`config.mk`:
```
export PLATFORM = sky130hd
export DESIGN_NAME = sobel_pixel_packer
export DESIGN_NICKNAME = d
export VERILOG_FILES = /design/src/rtl/sobel_pixel_packer.sv
export SDC_FILE = /design/constraint.sdc
export NUM_CORES = 1
export LEC_CHECK = 0
export ABC_AREA = 1
export CAP_MARGIN = 40
export CELL_PAD_IN_SITES_DETAIL_PLACEMENT = 0
export CELL_PAD_IN_SITES_GLOBAL_PLACEMENT = 2
export CORE_MARGIN = 10
export CORE_UTILIZATION = 31
export CTS_CLUSTER_SIZE = 8
export DETAILED_ROUTE_END_ITERATION = 12
export PLACE_DENSITY = 0.91
export SLEW_MARGIN = 20
export SYNTH_ARGS = -nofsm -noshare
export SYNTH_HDL_FRONTEND = slang
export SYNTH_SLANG_ARGS = --single-unit
export TNS_END_PERCENT = 50
```
`constraint.sdc`:
```
create_clock -name i_clk -period 2.06 [get_ports i_clk]
set_input_delay 0.309 -clock i_clk [delete_from_list [all_inputs] [get_ports i_clk]]
set_output_delay 0.309 -clock i_clk [all_outputs]
set_load 0.005 [all_outputs]
```
`src/rtl/sobel_pixel_packer.sv`:
```
// Sobel output stage. It clamps or thresholds each gradient magnitude to 8 bits, packs four
// pixels per 32-bit word in raster order, and queues the words in a 2-entry FIFO with EOL/EOF tags.
module sobel_pixel_packer #(
  parameter int unsigned WIDTH  = 256,
  parameter int unsigned HEIGHT = 256,
  parameter int unsigned THRESH = 0
) (
  input  logic        i_clk,
  input  logic        i_rst,
  output logic        i_avg_busy,
  input  logic        i_avg_vld,
  input  logic [31:0] i_avg_data,
  input  logic        o_pix_busy,
  output logic        o_pix_vld,
  output logic [31:0] o_pix_data,
  output logic        o_pix_eol,
  output logic        o_pix_eof,
  output logic [15:0] o_frame_cnt
);

  localparam logic [11:0] ColLast = 12'(WIDTH - 1);
  localparam logic [11:0] RowLast = 12'(HEIGHT - 1);

  logic [11:0] col_q, col_d, row_q, row_d;
  logic [31:0] pack_q, pack_d;
  logic [1:0]  count_q, count_d;
  logic [31:0] head_data_q, head_data_d, tail_data_q, tail_data_d;
  logic        head_eol_q, head_eol_d, head_eof_q, head_eof_d;
  logic        tail_eol_q, tail_eol_d, tail_eof_q, tail_eof_d;
  logic        vld_q, vld_d, busy_q, busy_d;
  logic [15:0] frame_q, frame_d;

  logic [7:0]  clamped, pix;
  logic [1:0]  lane;
  logic [31:0] word;
  logic        accept, pop, push, row_end, frame_end;

  always_comb begin
    clamped = (i_avg_data > 32'd255) ? 8'hFF : i_avg_data[7:0];
    if (THRESH == 0) begin
      pix = clamped;
    end else begin
      pix = ({24'd0, clamped} >= THRESH) ? 8'hFF : 8'h00;
    end
  end

  assign lane      = col_q[1:0];
  assign word      = pack_q | ({24'd0, pix} << {lane, 3'b000});
  assign accept    = i_avg_vld & ~busy_q;
  assign pop       = vld_q & ~o_pix_busy;
  assign row_end   = (col_q == ColLast);
  assign frame_end = row_end & (row_q == RowLast);
  assign push      = accept & ((lane == 2'd3) | row_end);

  // Position tracking and lane packing
  always_comb begin
    col_d  = col_q;
    row_d  = row_q;
    pack_d = pack_q;
    if (accept) begin
      pack_d = push ? 32'd0 : word;
      if (row_end) begin
        col_d = 12'd0;
        row_d = frame_end ? 12'd0 : row_q + 12'd1;
      end else begin
        col_d = col_q + 12'd1;
      end
    end
  end

  // Shift-style FIFO: the head entry is always the output register, so outputs stay registered.
  always_comb begin
    count_d     = count_q;
    head_data_d = head_data_q;
    head_eol_d  = head_eol_q;
    head_eof_d  = head_eof_q;
    tail_data_d = tail_data_q;
    tail_eol_d  = tail_eol_q;
    tail_eof_d  = tail_eof_q;
    frame_d     = frame_q;
    case ({push, pop})
      2'b10: begin
        count_d = count_q + 2'd1;
        if (count_q == 2'd0) begin
          head_data_d = word;
          head_eol_d  = row_end;
          head_eof_d  = frame_end;
        end else begin
          tail_data_d = word;
          tail_eol_d  = row_end;
          tail_eof_d  = frame_end;
        end
      end
      2'b01: begin
        count_d     = count_q - 2'd1;
        head_data_d = tail_data_q;
        head_eol_d  = tail_eol_q;
        head_eof_d  = tail_eof_q;
      end
      2'b11: begin
        if (count_q == 2'd1) begin
          head_data_d = word;
          head_eol_d  = row_end;
          head_eof_d  = frame_end;
        end else begin
          head_data_d = tail_data_q;
          head_eol_d  = tail_eol_q;
          head_eof_d  = tail_eof_q;
          tail_data_d = word;
          tail_eol_d  = row_end;
          tail_eof_d  = frame_end;
        end
      end
      default: ;
    endcase
    if (pop && head_eof_q) begin
      frame_d = frame_q + 16'd1;
    end
    vld_d  = (count_d != 2'd0);
    busy_d = (count_d == 2'd2);
  end

  always_ff @(posedge i_clk) begin
    if (!i_rst) begin
      col_q       <= 12'd0;
      row_q       <= 12'd0;
      pack_q      <= 32'd0;
      count_q     <= 2'd0;
      head_data_q <= 32'd0;
      head_eol_q  <= 1'b0;
      head_eof_q  <= 1'b0;
      tail_data_q <= 32'd0;
      tail_eol_q  <= 1'b0;
      tail_eof_q  <= 1'b0;
      vld_q       <= 1'b0;
      busy_q      <= 1'b0;
      frame_q     <= 16'd0;
    end else begin
      col_q       <= col_d;
      row_q       <= row_d;
      pack_q      <= pack_d;
      count_q     <= count_d;
      head_data_q <= head_data_d;
      head_eol_q  <= head_eol_d;
      head_eof_q  <= head_eof_d;
      tail_data_q <= tail_data_d;
      tail_eol_q  <= tail_eol_d;
      tail_eof_q  <= tail_eof_d;
      vld_q       <= vld_d;
      busy_q      <= busy_d;
      frame_q     <= frame_d;
    end
  end

  assign i_avg_busy  = busy_q;
  assign o_pix_vld   = vld_q;
  assign o_pix_data  = head_data_q;
  assign o_pix_eol   = head_eol_q;
  assign o_pix_eof   = head_eof_q;
  assign o_frame_cnt = frame_q;

endmodule
```
==> impl_metrics.tcl <==
set metrics [dict create \
    hold_slack_ps 360 \
    synth.top_cell.area_share 0.425 \
    hold_viol 0 \
    setup_ws_ps 237 \
    seq_power_share 0.446 \
    synth.most_common_cell "inv_1" \
    p_sw_frac 0.247 \
    leakage_nw 3.93 \
    synthTopCellsByArea "dfxtp_1, inv_1, nand2_1" \
    worstPathArrival_ps 2130 \
    syn_area_mm2 0.00678 \
    std_cell_rows 54 \
    synth_seq_cells 144 \
    cts_tree "done" \
    power.density_mw_per_mm2 730 \
    clkPwrFrac 0.469 \
    dieHeight_um 168 \
    htree_levels 4 \
    ant_nets 0 \
    period_minus_slack_ps 1820 \
    drive_above_1_share 0.114 \
    routedWlPerCell_um 13.3 \
    grt_pass1_vias 5963 \
    min-delay-start "i_rst" \
    core_mm2 0.0217 \
    rsz0062_at_grt "false" \
    synth_cell_types 34 \
    ys.flop_type "dfxtp_1" \
    clock.fmax_mhz 549 \
    path_max_fanout 40 \
    regToRegStartpoint "col_q[0]" \
    crit_path_max_incr_delay_ps 330 \
    maxCapViolCount 0 \
    worst_pin_slew_ps 540 \
    ys_async_sr_fraction 0 \
    synthCells 958 \
    numCtsBuffers 17 \
    endpoint_kind "flip-flop" \
    status "complete, no violations" \
    cts_root_buf "clkbuf_16" \
    num_vias 6227 \
    area_growth_syn_to_layout_pct 31.1 \
    num_antenna_cells 0 \
    internal_power_mw 4.89 \
    wirelength_mm 18.2 \
    fin_crit_sh 0.885 \
    viasPerCell 4.56 \
    cts.path.max_buffers 2 \
    worst_path_most_repeated_cell "inv_1" \
    insertion_delay_ps 420 \
    firstDrtPassIters 4 \
    slew-limit-headroom 0.639 \
    synth_fp_nets 1003 \
    drc 0 \
    critPathLaunch "col_q[0]" \
    antenna_found_initial 0 \
    clkTransAtPathRegs_ps 60 \
    synth_commonest_cells "inv_1, dfxtp_1, nand2_1" \
    pre_cts_ws_ps -205 \
    required_ps 2370 \
    dieArea_mm2 0.0282 \
    power_switching_mw 1.60 \
    yosys.area.top_type "dfxtp_1" \
    yosysSeqAreaShare 0.425 \
    slowest_stage "dfxtp_1" \
    io_buffers 87 \
    cts.sinks 144 \
    cp.buffers_inverters 5 \
    hold_class "input pin to flip-flop" \
    holdBufCountCts 0 \
    start_util 0.313 \
    cp_cell_sequence "ha_1 -> nand2_1 -> inv_1 -> ha_1 -> inv_1 -> o21ai_0 -> a21oi_2 -> inv_2 -> buf_12 -> a21oi_1 -> o21ai_1 -> inv_1" \
    drt_iter0_drc 324 \
    path_class "flip-flop to flip-flop" \
    nNetsFinal 1120 \
    grt_pass1_wl_mm 30.2 \
    syn_area_per_cell_um2 7.08 \
    gp_congestion 0.790 \
    grt_usage 0.129 \
    grt_max_degree 41 \
    place_hpwl_mm 12.7 \
    yosys_warnings 0 \
    vdd_drop_max_v 0.000545 \
    fp.dieW_um 168 \
    finalSetupViolCount 0 \
    fin_skew_ps 8.56 \
    io_pins 88 \
    start_kind "flip-flop" \
    slew_viol_final 0 \
    critPathTopFamily "buffers and inverters" \
    finalPower_mw 6.49 \
    pwr-share-comb 0.085 \
    overflow 0 \
    synth_edf_count 0 \
]
layer usage:
| layer | vias to the layer above | wire length [um] | GRT usage |
|---|---|---|---|
| li1 | 3276 | - | - |
| met1 | 2857 | 8460 | 0.159 |
| met2 | 83 | 8770 | 0.217 |
| met3 | 11 | 842 | 0.0338 |
| met4 | 0 | 155 | 0.0337 |
| met5 | - | 0 | 0 |
cells in the final DEF, fill, tap and decap left out, types with 2 or more instances in the layout:
cell type and instances:
a211oi_1 2, clkbuf_1 2, buf_4 46, nand2_1 132, clkinvlp_4 4, ha_1 9, nor2_4 7, inv_6 3
a31oi_1 2, bufinv_16 2, buf_12 7, nor3b_1 35, nor3_1 13, nand3_2 3, nor2_1 72, inv_2 10
clkbuf_16 17, clkinv_2 2, o211ai_1 2, clkdlybuf4s50_1 86, nor3_2 2, nor2_2 9, nand2_2 5, nand4_1 12
xnor2_1 3, dfxtp_1 144, a21oi_1 90, o21bai_1 2, o21ai_1 40, nand3_1 51, inv_1 179, o21ai_0 75
xor2_1 10
worst paths after layout:
kind	slack, ps	cells after the start	endpoint
setup / recovery	240	12	tail_data_q[23]
hold / removal	360	3	tail_eof_q
setup reg to reg	240	12	tail_data_q[23]
hold reg to reg	460	2	col_q[10]
per-stage QoR:
stage                     setup TNS, ps  cells  instance area [um^2]   util
final                                 0   1367                  8890  0.410
after CTS                             0   1367                  8890  0.410
after floorplan                       0    958                  6780      -
after global placement            -7070   1336                  8320  0.384
after global routing                  0   1367                  8890  0.410
after detailed placement          -9250   1336                  8320  0.384
cell families after synthesis:
group | count (synthesis) | share of synthesized area
AND/OR/NAND/NOR | 343 | 0.246
buffers and inverters | 232 | 0.130
AO/OA/AOI/OAI | 217 | 0.165
flip-flops | 144 | 0.425
XOR/XNOR | 13 | 0.0168
adder cells (fa/ha/maj) | 9 | 0.0166
registers in the layout, indices dropped and copies added (netlist names), 2 cells and up:
register,cells
col_q,12
row_q,12
count_q,2
o_pix_data,32
tail_data_q,32
o_frame_cnt,16
pack_q,32
area by class of cell:
| cell class | count | area (um^2) |
|---|---|---|
| Sequential cell | 144 | 2880 |
| Clock buffer | 19 | 433 |
| Inverter | 190 | 713 |
| Multi-Input combinational cell | 582 | 3030 |
| Timing Repair Buffer | 140 | 1350 |
| Fill cell | 2316 | 12800 |
| Tap cell | 280 | 350 |
| Clock inverter | 12 | 135 |
power by group through the flow:
stage	clock network, mW	registers, mW	logic, mW
finish	3.04	2.90	0.552
CTS	3.12	2.90	0.562
floorplan	0	2.95	0.331
global placement	0	2.96	0.555
detailed placement	0	2.96	0.560
global route	3.24	2.90	0.631
worst min-delay path: stages:
cell and delay (ps):
buf_2 240, o21ai_0 130, a21oi_1 40
repair_timing:
item | CTS | global route
buffers inserted | 0 | 0
resized for setup | 0 | 2
endpoints found under the setup margin | 0 | 4
(Power assumes the default switching activity.)
